### src/rtl/if_stage.sv
// Instruction-fetch stage: owns the PC, addresses the instruction ROM and fills the IF/ID register.
// Optional IF_BOUNDS_CHECK_EN adds a sticky FAULT state for out-of-range or misaligned fetches.
module if_stage #(
  parameter logic [31:0] RESET_PC   = 32'h0000_0000,
  parameter int unsigned ADDR_WIDTH = 10
) (
  input  logic        i_clock,
  input  logic        i_reset,
  output logic [31:0] o_imem_addr,
  input  logic [31:0] i_imem_data,
  input  logic        i_stall,
  input  logic        i_redirect_valid,
  input  logic [31:0] i_redirect_pc,
  output logic        o_if_id_valid,
  output logic [31:0] o_if_id_instr,
  output logic [31:0] o_if_id_pc,
  output logic [31:0] o_if_id_pc4,
  output logic [31:0] o_fetch_count,
  output logic        o_fault
);

  typedef enum logic {S_RUN, S_FAULT} state_t;

  state_t      r_state;
  state_t      w_state_next;
  logic [31:0] r_pc;
  logic        r_valid;
  logic [31:0] r_instr;
  logic [31:0] r_ifpc;
  logic [31:0] r_ifpc4;
  logic [31:0] r_count;

  logic [31:0] w_pc_next;
  logic        w_valid_next;
  logic [31:0] w_instr_next;
  logic [31:0] w_ifpc_next;
  logic [31:0] w_ifpc4_next;
  logic [31:0] w_count_next;
  logic [31:0] w_pc_plus4;
  logic [31:0] w_target;

  assign w_pc_plus4 = r_pc + 32'd4;
  assign w_target   = {i_redirect_pc[31:2], 2'b00};

`ifdef IF_BOUNDS_CHECK_EN
  localparam logic [32:0] ROM_BYTES = 33'(64'd4 << ADDR_WIDTH);
  logic w_adv_oob;
  logic w_redir_bad;
  // Widened compares so an in-range limit of 2^32 bytes still works.
  assign w_adv_oob   = {1'b0, w_pc_plus4} >= ROM_BYTES;
  assign w_redir_bad = (i_redirect_pc[1:0] != 2'b00) || ({1'b0, i_redirect_pc} >= ROM_BYTES);
`endif

  // State and pipeline registers.
  always_ff @(posedge i_clock) begin
    if (i_reset) begin
      r_state <= S_RUN;
      r_pc    <= RESET_PC;
      r_valid <= 1'b0;
      r_instr <= 32'd0;
      r_ifpc  <= 32'd0;
      r_ifpc4 <= 32'd0;
      r_count <= 32'd0;
    end else begin
      r_state <= w_state_next;
      r_pc    <= w_pc_next;
      r_valid <= w_valid_next;
      r_instr <= w_instr_next;
      r_ifpc  <= w_ifpc_next;
      r_ifpc4 <= w_ifpc4_next;
      r_count <= w_count_next;
    end
  end

  // Next-state: redirect beats stall beats advance; FAULT holds everything but valid.
  always_comb begin
    w_state_next = r_state;
    w_pc_next    = r_pc;
    w_valid_next = r_valid;
    w_instr_next = r_instr;
    w_ifpc_next  = r_ifpc;
    w_ifpc4_next = r_ifpc4;
    w_count_next = r_count;
    case (r_state)
      S_RUN: begin
        if (i_redirect_valid) begin
          w_valid_next = 1'b0;
`ifdef IF_BOUNDS_CHECK_EN
          if (w_redir_bad) begin
            w_state_next = S_FAULT;
          end else begin
            w_pc_next    = w_target;
            w_instr_next = 32'd0;
          end
`else
          w_pc_next    = w_target;
          w_instr_next = 32'd0;
`endif
        end else if (!i_stall) begin
`ifdef IF_BOUNDS_CHECK_EN
          if (w_adv_oob) begin
            w_state_next = S_FAULT;
            w_valid_next = 1'b0;
          end else begin
            w_pc_next    = w_pc_plus4;
            w_valid_next = 1'b1;
            w_instr_next = i_imem_data;
            w_ifpc_next  = r_pc;
            w_ifpc4_next = w_pc_plus4;
            w_count_next = r_count + 32'd1;
          end
`else
          w_pc_next    = w_pc_plus4;
          w_valid_next = 1'b1;
          w_instr_next = i_imem_data;
          w_ifpc_next  = r_pc;
          w_ifpc4_next = w_pc_plus4;
          w_count_next = r_count + 32'd1;
`endif
        end
      end
      S_FAULT: begin
        w_valid_next = 1'b0;
      end
      default: begin
        w_state_next = S_RUN;
      end
    endcase
  end

`ifdef IF_BOUNDS_CHECK_EN
  logic r_fault;
  always_ff @(posedge i_clock) begin
    if (i_reset) r_fault <= 1'b0;
    else         r_fault <= (w_state_next == S_FAULT);
  end
  assign o_fault = r_fault;
`else
  assign o_fault = 1'b0;
`endif

  assign o_imem_addr   = r_pc;
  assign o_if_id_valid = r_valid;
  assign o_if_id_instr = r_instr;
  assign o_if_id_pc    = r_ifpc;
  assign o_if_id_pc4   = r_ifpc4;
  assign o_fetch_count = r_count;

endmodule

### config.mk
export PLATFORM = sky130hd
export DESIGN_NAME = if_stage
export DESIGN_NICKNAME = d
export VERILOG_FILES = /design/src/rtl/if_stage.sv
export SDC_FILE = /design/constraint.sdc
export NUM_CORES = 1
export LEC_CHECK = 0
export ABC_AREA = 1
export CAP_MARGIN = 15
export CORE_UTILIZATION = 50
export DETAILED_ROUTE_END_ITERATION = 16
export PLACE_DENSITY = 0.86
export SYNTH_ARGS = -nofsm -noshare
export SYNTH_HDL_FRONTEND = slang
export SYNTH_SLANG_ARGS = --single-unit
export TNS_END_PERCENT = 5
### constraint.sdc
create_clock -name i_clock -period 2.9 [get_ports i_clock]
set_input_delay 0.58 -clock i_clock [delete_from_list [all_inputs] [get_ports i_clock]]
set_output_delay 0.58 -clock i_clock [all_outputs]
set_load 0.03 [all_outputs]
==> impl_metrics.json <==
{
  "status": "complete, no violations",
  "io_pins": 230,
  "worstPathCellList": "clkdlybuf4s50_1",
  "die_w_microns": 119,
  "final_common_cell": "nand2_1",
  "numCtsBuffers": 17,
  "fmaxAchievable_mhz": 438,
  "clock_skew_ns": 0.00613,
  "grt_usage": 0.292,
  "first_iter_violations": 521,
  "ys_types": 36,
  "fill_cells": 1055,
  "cts.repair.resized": 0,
  "wl_met2_microns": 9730,
  "synth_top_flop_cell": "dfxtp_1",
  "worst_pin_slew_ns": 0.655,
  "grt_pass1_vias": 6675,
  "cp.arrival_ns": 1.70,
  "port_buffers": 220,
  "crit_type": "flip-flop to output port",
  "synth_edf_count": 0,
  "yosysTopAreaCell": "dfxtp_1",
  "grt_max_degree": 60,
  "synth_compound_area_frac": 0.149,
  "diodes": 0,
  "post_drt_wl_per_cell_microns": 15.1,
  "drt_first_pass_iters": 5,
  "gr-total-overflow": 0,
  "fin_crit_ns": 2.28,
  "yosys_warnings": 0,
  "hold_path_class": "flip-flop to flip-flop",
  "final-hold-violation-count": 0,
  "cp.required_ns": 2.32,
  "synth_area_leaders": "dfxtp_1 45%, nand2_1 14%, a21oi_1 8.6%",
  "p_per_area_nw_per_um2": 551,
  "met1_length_microns": 8590,
  "cts_root_buf": "clkbuf_16",
  "mostFrequentLayoutCells": "266 x nand2_1, 219 x clkdlybuf4s50_1, 155 x dfxtp_1",
  "dp_hpwl_microns": 14400,
  "num_rows": 42,
  "top_layer": "met4",
  "drive_above_1_share": 0.0647,
  "relSlewSlack": 0.564,
  "seq_area_sq_um": 3100,
  "peakVddDrop_mv": 0.466,
  "drc_errors": 0,
  "cts_setup_buffers": 0,
  "die_area_sq_um": 14300,
  "route.met3.wl_microns": 1680,
  "multi_input_area_sq_um": 3230,
  "cts_sinks": 155,
  "fin_hold_ws_ns": 0.458,
  "drt_wl_total_microns": 20600,
  "insertion_delay_ns": 0.43,
  "syn_area_per_cell_sq_um": 7.10,
  "synth_top_area_frac": 0.450,
  "final_max_slew_viol_count": 0,
  "synth_cells": 972,
  "yosys_register_bits": 155,
  "synth_xor_area_frac": 0.0165,
  "num-nets-final": 1247,
  "end_kind": "output port",
  "rsz0062_at_grt": "no",
  "async_reset_ff_frac": 0,
  "cp_top_family": "buffers and inverters",
  "vias": 7174,
  "ys_seq_area_frac": 0.450,
  "path_buf_inv": 1,
  "start_util": 0.517,
  "grt_pass1_wl_microns": 32800,
  "cts_buffer_depth": 2,
  "p_leak_nw": 3.66,
  "gp_congestion": 0.953,
  "antenna_found_initial": 0,
  "vias_per_cell": 5.25,
  "design.core.area_sq_um": 13300,
  "syn-cell-area_sq_um": 6900,
  "critical_path.max_fanout": 7,
  "path_clk_slew_ns": 0.06,
  "finalCritPeriodShare": 0.787,
  "area_growth_pct": 42.2,
  "synth-adder-area-share": 0.00363,
  "h-tree-depth": 4,
  "cap_violations": 0,
  "setup_violations": 0,
  "ant_nets": 0,
  "synth_top_family_by_area": "simple AND/OR/NAND/NOR gates",
  "fin_util": 0.735,
  "setup_tns_ns": 0,
  "cp_slowest_cell": "clkdlybuf4s50_1",
  "synthMuxAreaShare": 0,
  "cts_hold_buf": 0,
  "synth_simple_gate_area_frac": 0.295,
  "slowest_delay_ns": 0.77,
  "cts_tree": "built",
  "fp.dieH_microns": 119,
  "start_kind": "flip-flop"
}
## through the flow
stage,worst slack [ns],std cells,power [mW],instance area (sq um)
CTS,0.621,1366,5.43,9810
floorplan,1.28,978,2.69,6920
finish,0.618,1366,5.41,9810
detailed placement,0.364,1334,2.99,9160
global route,0.566,1366,5.58,9810
global placement,0.364,1334,2.98,9160
## synthesized netlist by cell type (2+ instances only)
master / instances
a21oi_1: 118
nor3_1: 6
buf_4: 8
buf_6: 4
nand2_1: 266
xor2_1: 10
nor2_4: 10
nand4_1: 11
inv_1: 86
nand3_2: 4
nand2_4: 4
a31oi_1: 9
nor2_1: 91
o21ai_0: 69
dfxtp_1: 155
and2_1: 2
o21bai_1: 3
buf_2: 8
ha_1: 2
nand2_2: 5
xnor2_1: 3
nor2_2: 8
nand3_1: 50
clkbuf_1: 28
## kinds of logic after synthesis
| group | Yosys count |
|---|---|
| AND/OR/NAND/NOR | 463 |
| buffers and inverters | 137 |
| flip-flops | 155 |
| AO/OA/AOI/OAI | 201 |
| other | 1 |
| XOR/XNOR | 13 |
| adder cells (fa/ha/maj) | 2 |
## cell type report
type	count	area share
Clock buffer	18	0.0448
Clock inverter	14	0.0222
Inverter	87	0.0334
Multi-Input combinational cell	686	0.329
Sequential cell	155	0.316
Tap cell	176	0.0224
Timing Repair Buffer	230	0.232
## per-layer routing
| layer | vias to the layer above | GRT usage |
|---|---|---|
| met5 | - | 0 |
| met1 | 3278 | 0.363 |
| met2 | 318 | 0.477 |
| li1 | 3531 | - |
| met3 | 47 | 0.0757 |
| met4 | 0 | 0.127 |
## where the power goes
group | switching [mW] | internal [mW] | leakage [nW]
logic | 0.401 | 0.275 | 2.09
registers | 0.0669 | 2.21 | 1.26
clock network | 0.903 | 1.55 | 0.313
## path summary, 6_finish.rpt
check	startpoint	endpoint	slack, ns	cells after the start
setup reg to reg	o_imem_addr[3]	o_imem_addr[24]	1.20	9
hold reg to reg	o_if_id_instr[28]	o_if_id_instr[28]	0.46	2
hold / removal	o_if_id_instr[28]	o_if_id_instr[28]	0.46	2
setup / recovery	o_imem_addr[4]	o_imem_addr[4]	0.62	1
## registers in the layout (all words and copies together), names as in the netlist
register / cells
o_fetch_count: 32
o_if_id_instr: 32
o_if_id_pc4: 30
o_if_id_pc: 30
o_imem_addr: 30
o_if_id_valid: 1
Note: power is estimated with default switching activity, not from simulation.
